**config.mk**
```make
export PLATFORM = sky130hd
export DESIGN_NAME = dds_cmd_parser
export DESIGN_NICKNAME = d
export VERILOG_FILES = /design/src/rtl/dds_pkg.sv /design/src/rtl/dds_chan_regs.sv /design/src/rtl/dds_cmd_parser.sv
export SDC_FILE = /design/constraint.sdc
export NUM_CORES = 1
export LEC_CHECK = 0
export ABC_AREA = 1
export CAP_MARGIN = 40
export CELL_PAD_IN_SITES_DETAIL_PLACEMENT = 0
export CELL_PAD_IN_SITES_GLOBAL_PLACEMENT = 2
export CORE_ASPECT_RATIO = 0.8
export CORE_UTILIZATION = 32
export CTS_BUF_LIST = sky130_fd_sc_hd__clkbuf_4 sky130_fd_sc_hd__clkbuf_8 sky130_fd_sc_hd__clkbuf_16
export CTS_CLUSTER_DIAMETER = 80
export CTS_CLUSTER_SIZE = 20
export DETAILED_ROUTE_END_ITERATION = 8
export GPL_TIMING_DRIVEN = 0
export PLACE_DENSITY = 0.92
export SKIP_LAST_GASP = 1
export SYNTH_ARGS = -nofsm -noshare
export SYNTH_HDL_FRONTEND = slang
export SYNTH_HIERARCHICAL = 1
export SYNTH_SLANG_ARGS = --single-unit
```
**constraint.sdc**
```tcl
create_clock -name sys_clk -period 3.9 [get_ports sys_clk]
set_input_delay 0.39 -clock sys_clk [delete_from_list [all_inputs] [get_ports sys_clk]]
set_output_delay 0.39 -clock sys_clk [all_outputs]
set_load 0.01 [all_outputs]
```
**src/rtl/dds_pkg.sv**
```systemverilog
// Shared constants, wave encodings and parser state type for the DDS command path.
package dds_pkg;

  localparam logic [7:0] HDR      = 8'hA5;
  localparam logic [3:0] OP_FREQ  = 4'h1;
  localparam logic [3:0] OP_PHASE = 4'h2;
  localparam logic [3:0] OP_WAVE  = 4'h3;
  localparam logic [3:0] OP_SYNC  = 4'h4;

  localparam logic [3:0] WAVE_OFF = 4'b0000;
  localparam logic [3:0] WAVE_SIN = 4'b0001;
  localparam logic [3:0] WAVE_SQU = 4'b0010;
  localparam logic [3:0] WAVE_TRI = 4'b0100;
  localparam logic [3:0] WAVE_SAW = 4'b1000;

  typedef enum logic [2:0] {
    IDLE,
    CMD,
    PAY,
    CK,
    APPLY
  } state_t;

  function automatic logic wave_legal(input logic [3:0] w);
    return (w == WAVE_OFF) || (w == WAVE_SIN) || (w == WAVE_SQU) ||
           (w == WAVE_TRI) || (w == WAVE_SAW);
  endfunction

  function automatic logic op_legal(input logic [3:0] op);
    return (op == OP_FREQ) || (op == OP_PHASE) || (op == OP_WAVE) || (op == OP_SYNC);
  endfunction

endpackage

```
**src/rtl/dds_chan_regs.sv**
```systemverilog
// One DDS channel's control registers; written only by a validated frame.
module dds_chan_regs
  import dds_pkg::*;
#(
  parameter logic [31:0] FREQ_RST  = 32'd42949,
  parameter logic [9:0]  PHASE_RST = 10'd0
) (
  input  logic        sys_clk,
  input  logic        sys_rst,
  input  logic        we,
  input  logic [3:0]  op,
  input  logic [31:0] payload,
  output logic [31:0] freq_ctrl,
  output logic [9:0]  phase_ctrl,
  output logic [3:0]  wave_sel
);

  always_ff @(posedge sys_clk) begin
    if (sys_rst) begin
      freq_ctrl  <= FREQ_RST;
      phase_ctrl <= PHASE_RST;
      wave_sel   <= WAVE_OFF;
    end else if (we) begin
      case (op)
        OP_FREQ:  freq_ctrl  <= payload;
        OP_PHASE: phase_ctrl <= payload[9:0];
        OP_WAVE:  wave_sel   <= payload[3:0];
        default:  ;
      endcase
    end
  end

endmodule

```
**src/rtl/dds_cmd_parser.sv**
```systemverilog
// Framed UART command decoder (A5, CMD, 4-byte payload, XOR checksum) driving two DDS channels.
module dds_cmd_parser
  import dds_pkg::*;
#(
  parameter logic [31:0] FREQ_RST    = 32'd42949,
  parameter logic [9:0]  PHASE_RST   = 10'd0,
  parameter logic [23:0] TIMEOUT_CYC = 24'd240000
) (
  input  logic        sys_clk,
  input  logic        sys_rst,
  input  logic [7:0]  rx_data,
  input  logic        rx_valid,
  output logic [31:0] freq_ctrl_a,
  output logic [31:0] freq_ctrl_b,
  output logic [9:0]  phase_ctrl_a,
  output logic [9:0]  phase_ctrl_b,
  output logic [3:0]  wave_sel_a,
  output logic [3:0]  wave_sel_b,
  output logic        fre_add_r_a,
  output logic        fre_add_r_b,
  output logic        frame_ok,
  output logic        frame_err,
  output logic        busy
);

  state_t      state, state_nxt;
  logic [7:0]  cmd_q;
  logic [31:0] pay_q;
  logic [7:0]  ck_acc;
  logic [1:0]  byte_cnt;
  logic [23:0] tcnt;
  logic        timeout;
  logic        frame_good;
  logic        err_nxt;

  assign timeout = (state inside {CMD, PAY, CK}) && (tcnt == TIMEOUT_CYC);

  assign frame_good = (ck_acc == rx_data) && (cmd_q[7:5] == 3'b000) &&
                      op_legal(cmd_q[3:0]) &&
                      ((cmd_q[3:0] != OP_WAVE) || wave_legal(pay_q[3:0]));

  always_comb begin
    state_nxt = state;
    err_nxt   = 1'b0;
    if (timeout) begin
      // a byte landing on the timeout edge is discarded with the partial frame
      state_nxt = IDLE;
      err_nxt   = 1'b1;
    end else begin
      case (state)
        IDLE, APPLY: state_nxt = (rx_valid && rx_data == HDR) ? CMD : IDLE;
        CMD:         if (rx_valid) state_nxt = PAY;
        PAY:         if (rx_valid && byte_cnt == 2'd3) state_nxt = CK;
        CK: begin
          if (rx_valid) begin
            state_nxt = frame_good ? APPLY : IDLE;
            err_nxt   = !frame_good;
          end
        end
        default:     state_nxt = IDLE;
      endcase
    end
  end

  always_ff @(posedge sys_clk) begin
    if (sys_rst) begin
      state       <= IDLE;
      byte_cnt    <= 2'd0;
      tcnt        <= 24'd0;
      frame_ok    <= 1'b0;
      frame_err   <= 1'b0;
      busy        <= 1'b0;
      fre_add_r_a <= 1'b1;
      fre_add_r_b <= 1'b1;
    end else begin
      state       <= state_nxt;
      frame_ok    <= (state == APPLY);
      frame_err   <= err_nxt;
      busy        <= (state_nxt != IDLE);
      fre_add_r_a <= !((state == APPLY) && (cmd_q[3:0] == OP_SYNC));
      fre_add_r_b <= !((state == APPLY) && (cmd_q[3:0] == OP_SYNC));
      if (state == IDLE || state == APPLY || rx_valid) tcnt <= 24'd0;
      else                                            tcnt <= tcnt + 24'd1;
      if (rx_valid && !timeout) begin
        if (state == CMD)      byte_cnt <= 2'd0;
        else if (state == PAY) byte_cnt <= byte_cnt + 2'd1;
      end
    end
  end

  // Frame capture: command, payload shift register and running checksum
  always_ff @(posedge sys_clk) begin
    if (rx_valid && !timeout) begin
      if (state == CMD) begin
        cmd_q  <= rx_data;
        ck_acc <= rx_data;
      end else if (state == PAY) begin
        pay_q  <= {pay_q[23:0], rx_data};
        ck_acc <= ck_acc ^ rx_data;
      end
    end
  end

  dds_chan_regs #(
    .FREQ_RST  (FREQ_RST),
    .PHASE_RST (PHASE_RST)
  ) u_regs_a (
    .sys_clk    (sys_clk),
    .sys_rst    (sys_rst),
    .we         ((state == APPLY) && !cmd_q[4]),
    .op         (cmd_q[3:0]),
    .payload    (pay_q),
    .freq_ctrl  (freq_ctrl_a),
    .phase_ctrl (phase_ctrl_a),
    .wave_sel   (wave_sel_a)
  );

  dds_chan_regs #(
    .FREQ_RST  (FREQ_RST),
    .PHASE_RST (PHASE_RST)
  ) u_regs_b (
    .sys_clk    (sys_clk),
    .sys_rst    (sys_rst),
    .we         ((state == APPLY) && cmd_q[4]),
    .op         (cmd_q[3:0]),
    .payload    (pay_q),
    .freq_ctrl  (freq_ctrl_b),
    .phase_ctrl (phase_ctrl_b),
    .wave_sel   (wave_sel_b)
  );

endmodule
```
==> summary.txt <==
Worst setup path
  – Crit path capture type: register
  – Critical path required time: slightly above 4 ns
  – Startpoint types: register
  – Crit path max fanout: 11
  – Crit path arrival time: 2.21 ns
  – Worst setup path class: register to register

Floorplan
  – Die area: between 20000 and 30000 µm²
  – IO Pins: between 100 and 150
  – Core Rows: 51
  – Starting density of the core: 32.8%
  – Die X: about 180 µm
  – Chip Height: roughly 140 µm
  – Core area: roughly 25000 µm²

Synth
  – Synth Flop Type: dfxtp_1
  – Number of synthesized register bits: 173
  – Syn Std Cell Area: 8030 µm²
  – Average cell area after synthesis: around 7.7 µm²
  – Area share of the largest cell type after synthesis: between 30% and 40%
  – Synth Instances: a little over 1000
  – Ys async rst share: 0%
  – YS warnings: 6
  – Post-Syn Nets: 1053
  – Most numerous cell in the Yosys netlist: nand2_1
  – Synth cell types: 35
  – Synth area leader: dfxtp_1
  – Area contributors post-synth: dfxtp_1 31%, edfxtp_1 18%, nand2_1 11%, inv_1 8.0%, nor2_1 8.0%
  – Seq/Total Area, Yosys: slightly below 50%
  – Top cells by instance count after synthesis: 241 x nand2_1, 172 x inv_1, 171 x nor2_1, 125 x dfxtp_1, 84 x nand4_1
  – EDFF count, synth: 48

Pwr
  – Leak: between 4 and 5 nW
  – Design Power: about 3.6 mW
  – Maximum vdd drop: ~0.29 mV
  – P_sw: between 0.8 and 0.9 mW
  – Switching share of power: 22.7%
  – Sequential Power Share: between 50% and 60%
  – Comb pwr share: ~2.0%
  – Pwr per Cell Area: ~360 nW/µm²
  – Int Pwr: ~2.8 mW
  – Clock power share: 46.8%

Final layout
  – Nets@finish: 1183
  – Syn-to-layout area delta: 26.0%
  – Layout cells sized above 1: roughly a tenth
  – Number of fill cells: around 2600
  – Antenna diodes: 0

Clocking
  – Post-CTS sizing: 0
  – TritonCTS clock tree: done
  – Clock buffer depth: 2
  – H-tree levels: 4
  – CTS Buf Count: 17
  – CTS clk-pin slew, worst paths: ~0.070 ns
  – Setup Buffers After CTS: 0
  – CTS Sinks: roughly 170
  – Clock Tree Root: clkbuf_16
  – Post-CTS Hold Fix Bufs: 0
  – Clock latency on the worst-skew pair: 0.44 ns

Place
  – Number of I/O port buffers: 107
  – Post-DP HPWL: around 16 mm
  – Routability Congestion: around 0.82

Global routing
  – Gr ovfl total: 0
  – Routing usage on met2: between 20% and 30%
  – Tot GR Track Use: about 17%
  – Initial antenna violation count: 0
  – Largest net degree at the start of global routing: 18
  – Met1 Usage GRT: between 20% and 30%
  – First-pass GRT wire length: around 33 mm
  – Vias in the first global route: approximately 6200
  – Met3 Use GR: 3.12%
  – GRT busiest layer: met1

Route
  – Total Wirelength: roughly 21 mm
  – Routed vias/inst: ~4.6
  – Residual DRC: 26
  – Routed Antenna Nets: 0
  – Total number of vias: about 6900
  – Initial DRC Count: about 480
  – DR WL/cell: 14.0 µm
  – TritonRoute pass-1 iters: 7

Status
  – Violated checks: design-rule violations
  – Outcome: complete, but fails checks

Timing
  – Relative slew slack: between 50% and 60%
  – Fin crit period: between 2 and 2.5 ns
  – Final Setup Violations: 0
  – Clk_skew: roughly 0.0085 ns
  – Setup_tns: 0 ns
  – Max Freq: 0.483 GHz
  – Slew Viols, Final: 0
  – Final Hold Vio Count: 0
  – Worst hold slack: around 0.46 ns
  – Worst slew pin tran: 0.675 ns
  – Fin crit share: between 50 and 60%
  – RSZ-0062 raised after global routing: no

Run
  – MaxCap Viol Count: 0

Worst hold path
  – Type of the tightest min-delay check: register to register
stage by stage:
stage / worst slack (ns) / utilization (%) / instance area, µm² / instances
finish: 1.83 / 41.3 / 10100 / 1500
global route: 1.66 / 41.3 / 10100 / 1500
CTS: 1.81 / 41.3 / 10100 / 1500
detailed placement: 1.54 / 38.9 / 9540 / 1468
global placement: -1.07 / 38.8 / 9500 / 1464
floorplan: 0.369 / - / 8030 / 1039
layout by cell type, fill, tap and decap left out, types with 3 or more instances in the layout:
cell / Yosys / final
nand2_4: 4 / 4
buf_6: 10 / 11
inv_1: 172 / 172
nor2_1: 171 / 171
buf_1: 10 / 10
clkbuf_1: 3 / 3
nor3_2: 5 / 6
nand3_4: 6 / 6
dfxtp_1: 125 / 125
nor2_4: 6 / 6
edfxtp_1: 48 / 48
nand2_1: 241 / 241
clkinv_4: 0 / 3
nor3_1: 13 / 12
nand4_1: 84 / 84
clkbuf_16: 0 / 19
a21oi_1: 19 / 19
nand2_2: 3 / 3
clkdlybuf4s50_1: 0 / 107
inv_6: 0 / 6
nor2_8: 5 / 5
o21ai_0: 18 / 18
buf_2: 12 / 13
ha_1: 3 / 3
xnor2_1: 3 / 3
nand3_1: 40 / 40
inv_2: 14 / 14
nor2_2: 5 / 5
buf_4: 5 / 7
sequential cells by signal, indices dropped and copies added (netlist names):
signal,flops
pay_q,32
u_regs_a/freq_ctrl,32
u_regs_b/freq_ctrl,32
tcnt,24
u_regs_a/phase_ctrl,10
u_regs_b/phase_ctrl,10
ck_acc,8
cmd_q,8
u_regs_a/wave_sel,4
u_regs_b/wave_sel,4
state,3
byte_cnt,2
busy,1
frame_err,1
frame_ok,1
fre_add_r_b,1
layer usage:
metal	part of all wire, %	wire length, µm
met1	52	11000
met2	42	8950
met3	4.5	947
met4	0.98	206
met5	0	0
final cells by class:
cell class	instances	area, µm²	area share [%]
tap	318	398	3.93
multi-input combinational	639	3130	30.9
clock buffer	20	483	4.77
clock inverter	12	97.6	0.965
sequential	173	3940	39.0
timing repair buffer	111	1100	10.9
buffer	40	259	2.56
inverter	187	704	6.96
final timing paths:
path / slack [ns] / start / depth (start not counted) / endpoint
worst max-delay path: 1.83 / tcnt[0] / 9 / pay_q[16]
worst min-delay path: 0.46 / tcnt[23] / 2 / tcnt[23]
worst max register to register: 1.83 / tcnt[0] / 9 / pay_q[16]
worst min register to register: 0.46 / tcnt[23] / 2 / tcnt[23]
worst max-delay path: stages, from the launching register on:
cell and delay [ns]:
dfxtp_1 0.41, inv_1 0.07, ha_1 0.22, nand2_1 0.07, nor3_1 0.04, nand2_1 0.08, nor2_1 0.08, nor3_2 0.36
buf_6 0.21, buf_4 0.22
logic make-up (layout without fill, tap and decap cells):
logic type / after synthesis / in the layout / synth area share [%]
AND/OR/NAND/NOR: 588 / 588 / 35.0
buffers and inverters: 227 / 370 / 12.0
flip-flops: 173 / 173 / 49.1
adder cells (fa/ha/maj): 3 / 3 / 0.467
AO/OA/AOI/OAI: 45 / 45 / 3.13
XOR/XNOR: 3 / 3 / 0.327
power groups by stage:
stage               Combinational [mW]  Clock (mW)  Sequential, mW
floorplan                       0.0401           0            1.88
global placement                0.0720           0            1.88
detailed placement              0.0730           0            1.88
CTS                             0.0731        1.72            1.84
global route                    0.0827        1.79            1.84
finish                          0.0723        1.68            1.84
No activity file was read; power rests on OpenSTA's default activity.
